<file path="src/rtl/multiword_add_seq.sv">
// rtl/multiword_add_seq.sv - nibble-serial multiword adder sequencer driving a shared external 4-bit adder
module multiword_add_seq #(
    parameter int WORDS = 4
) (
    input  logic                 clk,
    input  logic                 rst_n,
    input  logic                 in_valid,
    output logic                 in_ready,
    input  logic [4*WORDS-1:0]   a,
    input  logic [4*WORDS-1:0]   b,
    input  logic                 cin,
    output logic                 out_valid,
    input  logic                 out_ready,
    output logic [4*WORDS-1:0]   sum,
    output logic                 cout,
    output logic                 busy,
    output logic [3:0]           add_a,
    output logic [3:0]           add_b,
    output logic                 add_cin,
    input  logic [3:0]           add_out,
    input  logic                 add_carry
);

    localparam int IW = (WORDS > 1) ? $clog2(WORDS) : 1;

    typedef enum logic [1:0] {
        IDLE = 2'd0,
        RUN  = 2'd1,
        DONE = 2'd2
    } state_t;

    state_t             state;
    logic [IW-1:0]      idx;
    logic               carry_reg;
    logic [4*WORDS-1:0] a_reg;
    logic [4*WORDS-1:0] b_reg;

    // Handshake and status flags are pure decodes of the state register
    assign in_ready  = (state == IDLE);
    assign out_valid = (state == DONE);
    assign busy      = (state != IDLE);

    // Steer the current nibble and running carry to the external adder; idle the adder otherwise
    always_comb begin
        add_a   = '0;
        add_b   = '0;
        add_cin = 1'b0;
        if (state == RUN) begin
            add_cin = carry_reg;
            for (int k = 0; k < WORDS; k++) begin
                if (idx == IW'(k)) begin
                    add_a = a_reg[4*k +: 4];
                    add_b = b_reg[4*k +: 4];
                end
            end
        end
    end

    // Sequencer: accept operands, walk nibbles LSB first, hold the result until it is taken
    always_ff @(posedge clk) begin
        if (!rst_n) begin
            state     <= IDLE;
            idx       <= '0;
            carry_reg <= 1'b0;
            sum       <= '0;
            cout      <= 1'b0;
            a_reg     <= '0;
            b_reg     <= '0;
        end else begin
            case (state)
                IDLE: begin
                    if (in_valid) begin
                        a_reg     <= a;
                        b_reg     <= b;
                        carry_reg <= cin;
                        idx       <= '0;
                        state     <= RUN;
                    end
                end
                RUN: begin
                    for (int k = 0; k < WORDS; k++) begin
                        if (idx == IW'(k)) begin
                            sum[4*k +: 4] <= add_out;
                        end
                    end
                    carry_reg <= add_carry;
                    // The last nibble does not advance idx so it never wraps within an operation
                    if (idx == IW'(WORDS-1)) begin
                        cout  <= add_carry;
                        state <= DONE;
                    end else begin
                        idx <= idx + 1'b1;
                    end
                end
                DONE: begin
                    if (out_ready) begin
                        state <= IDLE;
                    end
                end
                default: state <= IDLE;
            endcase
        end
    end

endmodule

</file>
<file path="config.mk">
export PLATFORM = sky130hd
export DESIGN_NAME = multiword_add_seq
export DESIGN_NICKNAME = d
export VERILOG_FILES = /design/src/rtl/multiword_add_seq.sv
export SDC_FILE = /design/constraint.sdc
export NUM_CORES = 1
export LEC_CHECK = 0
export ABC_AREA = 0
export BUFFER_PORTS_ARGS = -buffer_cell sky130_fd_sc_hd__buf_2
export CORE_MARGIN = 5
export CORE_UTILIZATION = 40
export CTS_BUF_LIST = sky130_fd_sc_hd__clkbuf_16
export DETAILED_ROUTE_END_ITERATION = 10
export PLACE_DENSITY = 0.62
export SLEW_MARGIN = 10
export SYNTH_ARGS = -nofsm -noshare
export SYNTH_HDL_FRONTEND = slang
export SYNTH_SLANG_ARGS = --single-unit
</file>
<file path="constraint.sdc">
create_clock -name clk -period 1.9 [get_ports clk]
set_input_delay 0.38 -clock clk [delete_from_list [all_inputs] [get_ports clk]]
set_output_delay 0.38 -clock clk [all_outputs]
set_load 0.05 [all_outputs]
</file>
Word level (Yosys, flattened, before mapping):

Index checks and enable logic that the tools add are counted.

* register bits: 54
* input port bits: 42
* output and inout port bits: 29
* word-level logic and storage cells: 52

* add/subtract/negate cells: 1
* eq/ne operators: 9
* muxes and demuxes: 20
* reductions and logical operators: 12

Operator list (count)
* 4-bit 2-to-1 mux: 10
* 2-bit AND reduction: 6
* 2-bit 2-to-1 mux: 5
* 2-bit == test, second input constant: 3
* 2-bit case mux with 3 select lines: 1
* 3-bit AND reduction: 2
* 2-bit by 1-bit == test with 1-bit output, second input constant: 2
* 2-bit zero test: 2
* 2-bit by 1-bit inequality test with 1-bit output, second input constant: 2
* 2-bit inequality test, second input constant: 2
* 2-bit case mux with 2 select lines: 1
* 2-bit nonzero test: 2
* 2-bit by 1-bit adder with 2-bit output, second input constant: 1
* 1-bit 2-to-1 mux: 2
* 1-bit case mux with 2 select lines: 1

Depth between registers and ports, before layout:

* depth in word-level cells: 6
* depth in mapped cells: 6
* gate-level depth less buffers: 5

Worst setup path after synthesis:

No wires, ideal clock.

* path type: reg2out
* from: register idx[0]
* to: output port add_a[0]
* arrival time: 2.012 ns
* data required time: 1.520 ns
* path slack: -0.492 ns
* stages on the path, launching flop included: 7
* buffers on the path: 1
* path through: dfxtp_1 > inv_1 > ha_1 > nor2b_1 > buf_2 > a221oi_1 > o41ai_2

* longest elaborated chain between the ends: 6
* elaborated cells on any way between the ends: 9
* classes of those cells: 3 x eq/ne; 5 x mux; 1 x reduce/logical

Ends and longest elaborated chain
* from (decl): line 33 `logic [IW-1:0] idx;`
* from (signal assigned): line 92 `idx <= idx + 1'b1;`
* 2-bit zero test: line 51 `if (idx == IW'(k)) begin`
* 4-bit 2-to-1 mux (3 in series): line 51
* 4-bit 2-to-1 mux (*): line 51
* 4-bit 2-to-1 mux (*): line 48 `if (state == RUN) begin`
* to (decl): line 17 `output logic [3:0] add_a,`

Mark *: on every way between the ends. The rest lies on a longest branch, timed or not.

Final worst setup path:

* from: register idx[0]
* to: output port add_a[2]

The elaborated chain is that of the path after synthesis.

==> flow_metrics.tcl <==
set metrics [dict create \
    diodes 0 \
    p_leak_nw 1.46 \
    multiInputGateArea_mm2 0.00159 \
    worst-path-buf-inv 4 \
    grt_pass1_wl_um 10800 \
    grt.met1_usage_pct 18.9 \
    crit_type "reg -> out" \
    slew_headroom_pct 65.5 \
    numCtsBuffers 5 \
    maxCapViolCount 0 \
    report.final.slew_viol_count 0 \
    synth_ff_type "dfxtp_1" \
    hp-start "a[9]" \
    port_buffers 70 \
    ant_nets 0 \
    drc 0 \
    first_pass_iters 4 \
    whs_ps 324 \
    rsz0062_at_grt "yes" \
    fmax_mhz 458 \
    grt_use_total_pct 15.6 \
    cp_cell_sequence "inv_4, ha_4, nor2b_4, buf_8, a221oi_1, buf_4, o41ai_4, buf_6" \
    clock_latency_ps 290 \
    grt_max_degree 34 \
    root_buffer "clkbuf_16" \
    drt_iter0_drc 56 \
    die_w_um 91.9 \
    clk_pin_slew_ps 70 \
    start_util_pct 41.8 \
    area_growth_pct 35.6 \
    worstSetupStartpointType "flop" \
    violations "negative setup slack" \
    layout_common_cells "84 x nand2_1, 61 x buf_2, 51 x dfxtp_1, 30 x a21boi_2, 25 x nand3_1" \
    ff2ff_path_depth 5 \
    syn_nets 340 \
    boundaryPins 71 \
    antenna_found_initial 0 \
    cts_hold_buffers 0 \
    routed_wl_um 6580 \
    fillCellCount 587 \
    slowest_delay_ps 370 \
    routed-via-count 2275 \
    detail_route.wl_per_cell_um 14.6 \
    fin_skew_ps 5.37 \
    r2r-end "a_reg[15]" \
    async_reset_ff_share_pct 0 \
    crit_family "buffers and inverters" \
    cp-end-kind "primary output" \
    dieArea_mm2 0.00844 \
    setup_viol_count_final 8 \
    gr-max-usage-layer "met2" \
    synth_edf_count 0 \
    htreeDepth 2 \
    worst_pin_slew_ps 518 \
    synth_cells 294 \
    worst_ep_required_time_ps 1520 \
    die_h_um 91.9 \
    crit_fanout 8 \
    fin_ws_ps -285 \
    p_per_area_mw_per_mm2 753 \
    outcome "finished, violations left" \
    globalRouteMet2Util_pct 26.9 \
    synth_seq_cells 54 \
    cts_tree "done" \
    syn_area_per_cell_um2 9.12 \
    hold-path-endpoint "a_reg[9]" \
    critPathLaunch "idx[0]" \
    row_count 29 \
    final_common_cell "nand2_1" \
    peakVddDrop_uv 372 \
    hold_viol_final 0 \
    cts_buffer_depth 2 \
    fin_crit_sh_pct 115 \
    place_congestion 0.711 \
    hold_depth 3 \
    via_per_inst 5.06 \
    tns_ps -2170 \
    yosysSeqAreaShare_pct 40.3 \
    core_area_mm2 0.00642 \
    synth.distinct_cells 28 \
    period_minus_slack_ps 2190 \
    ff2ff_setup_slack_ps 350 \
    holdCritPathClass "in -> reg" \
    first_global_vias 2305 \
    met3_usage_pct 5.56 \
    final_net_count 418 \
    syn_area_mm2 0.00268 \
    r2r_start "state[1]" \
    drive_gt1_share_pct 43.2 \
    synth_warnings 0 \
    clkSinkCount 54 \
    cpMaxStageDelayCell "dfxtp_4" \
    grt_overflow_total 0 \
    dp_hpwl_um 4600 \
    regArea_mm2 0.00109 \
    arrival_ps 1810 \
]
-- stage by stage --
stage / cell area [um^2] / total power, mW / setup slack, ps / utilization, % / instances
2_1_floorplan: 2870 / 1.59 / -38.7 / - / 294
3_3_place_gp: 3340 / 1.73 / -46.5 / 51.9 / 441
3_5_place_dp: 3340 / 1.74 / -60.0 / 51.9 / 441
4_1_cts: 3580 / 2.73 / -299 / 55.7 / 451
5_1_grt: 3640 / 2.86 / -359 / 56.6 / 450
6_report: 3640 / 2.74 / -285 / 56.6 / 450
-- kinds of logic (layout without fill, tap and decap cells) --
logic type               Yosys count  count (layout)  share of synthesized area [%]
buffers and inverters             30             109                           7.84
flip-flops                        54              54                           40.3
adder cells (fa/ha/maj)            4               4                           1.87
multiplexers                       1               1                          0.373
AND/OR/NAND/NOR                  135             135                           23.1
AO/OA/AOI/OAI                     70              70                           26.5
-- what timing repair did --
item                       4_1_cts  5_1_grt
buffers inserted                 2        1
pin swaps                        0        3
gates resized for setup         21       11
setup endpoints to repair        9        9
-- layer usage --
| layer | part of all wire, % | vias to the layer above |
|---|---|---|
| li1 | - | 1161 |
| met1 | 45 | 1055 |
| met2 | 47 | 53 |
| met3 | 6.5 | 6 |
| met4 | 0.65 | 0 |
| met5 | 0 | - |
-- how the worst max path moves through the flow --
| stage | end | slack [ps] | depth (start not counted) |
|---|---|---|---|
| floorplan | add_a[0] | -40 | 6 |
| global placement | add_a[3] | -50 | 8 |
| detailed placement | add_a[2] | -60 | 8 |
| CTS | add_a[2] | -300 | 8 |
| global route | add_a[3] | -360 | 8 |
| finish | add_a[2] | -290 | 8 |
-- cell type report --
class / instances / area share [%]
Timing Repair Buffer: 97 / 18.6
Clock buffer: 6 / 4.13
Tap cell: 77 / 2.65
Inverter: 4 / 0.550
Multi-Input combinational cell: 210 / 43.8
Clock inverter: 2 / 0.310
Sequential cell: 54 / 30.0
-- cells in the mapped netlist (3+ instances only) --
master / number / area share (%)
nand3b_1: 4 / 1.1
nand3_1: 25 / 4.7
dfxtp_1: 54 / 40
buf_6: 11 / 4.6
inv_1: 4 / 0.56
nand2_1: 84 / 12
buf_2: 6 / 1.1
o41ai_2: 8 / 4.9
o21ai_0: 3 / 0.56
a21boi_2: 30 / 13
a21boi_0: 10 / 2.8
nor2b_1: 10 / 2.3
a221oi_1: 8 / 2.6
a21boi_1: 10 / 2.8
ha_1: 4 / 1.9
clkbuf_1: 7 / 0.98
-- where the power goes --
group | internal, mW | switching (mW)
Sequential | 1.19 | 0.0364
Combinational | 0.236 | 0.303
Clock | 0.565 | 0.413
Total | 1.99 | 0.752
-- worst register-to-register path, stage by stage, from the launching register on --
cell	delay, ps
dfxtp_1	360
buf_4	170
or3b_1	520
buf_12	230
nand2_1	110
a21boi_2	60
Note: power is estimated with default switching activity, not from simulation.
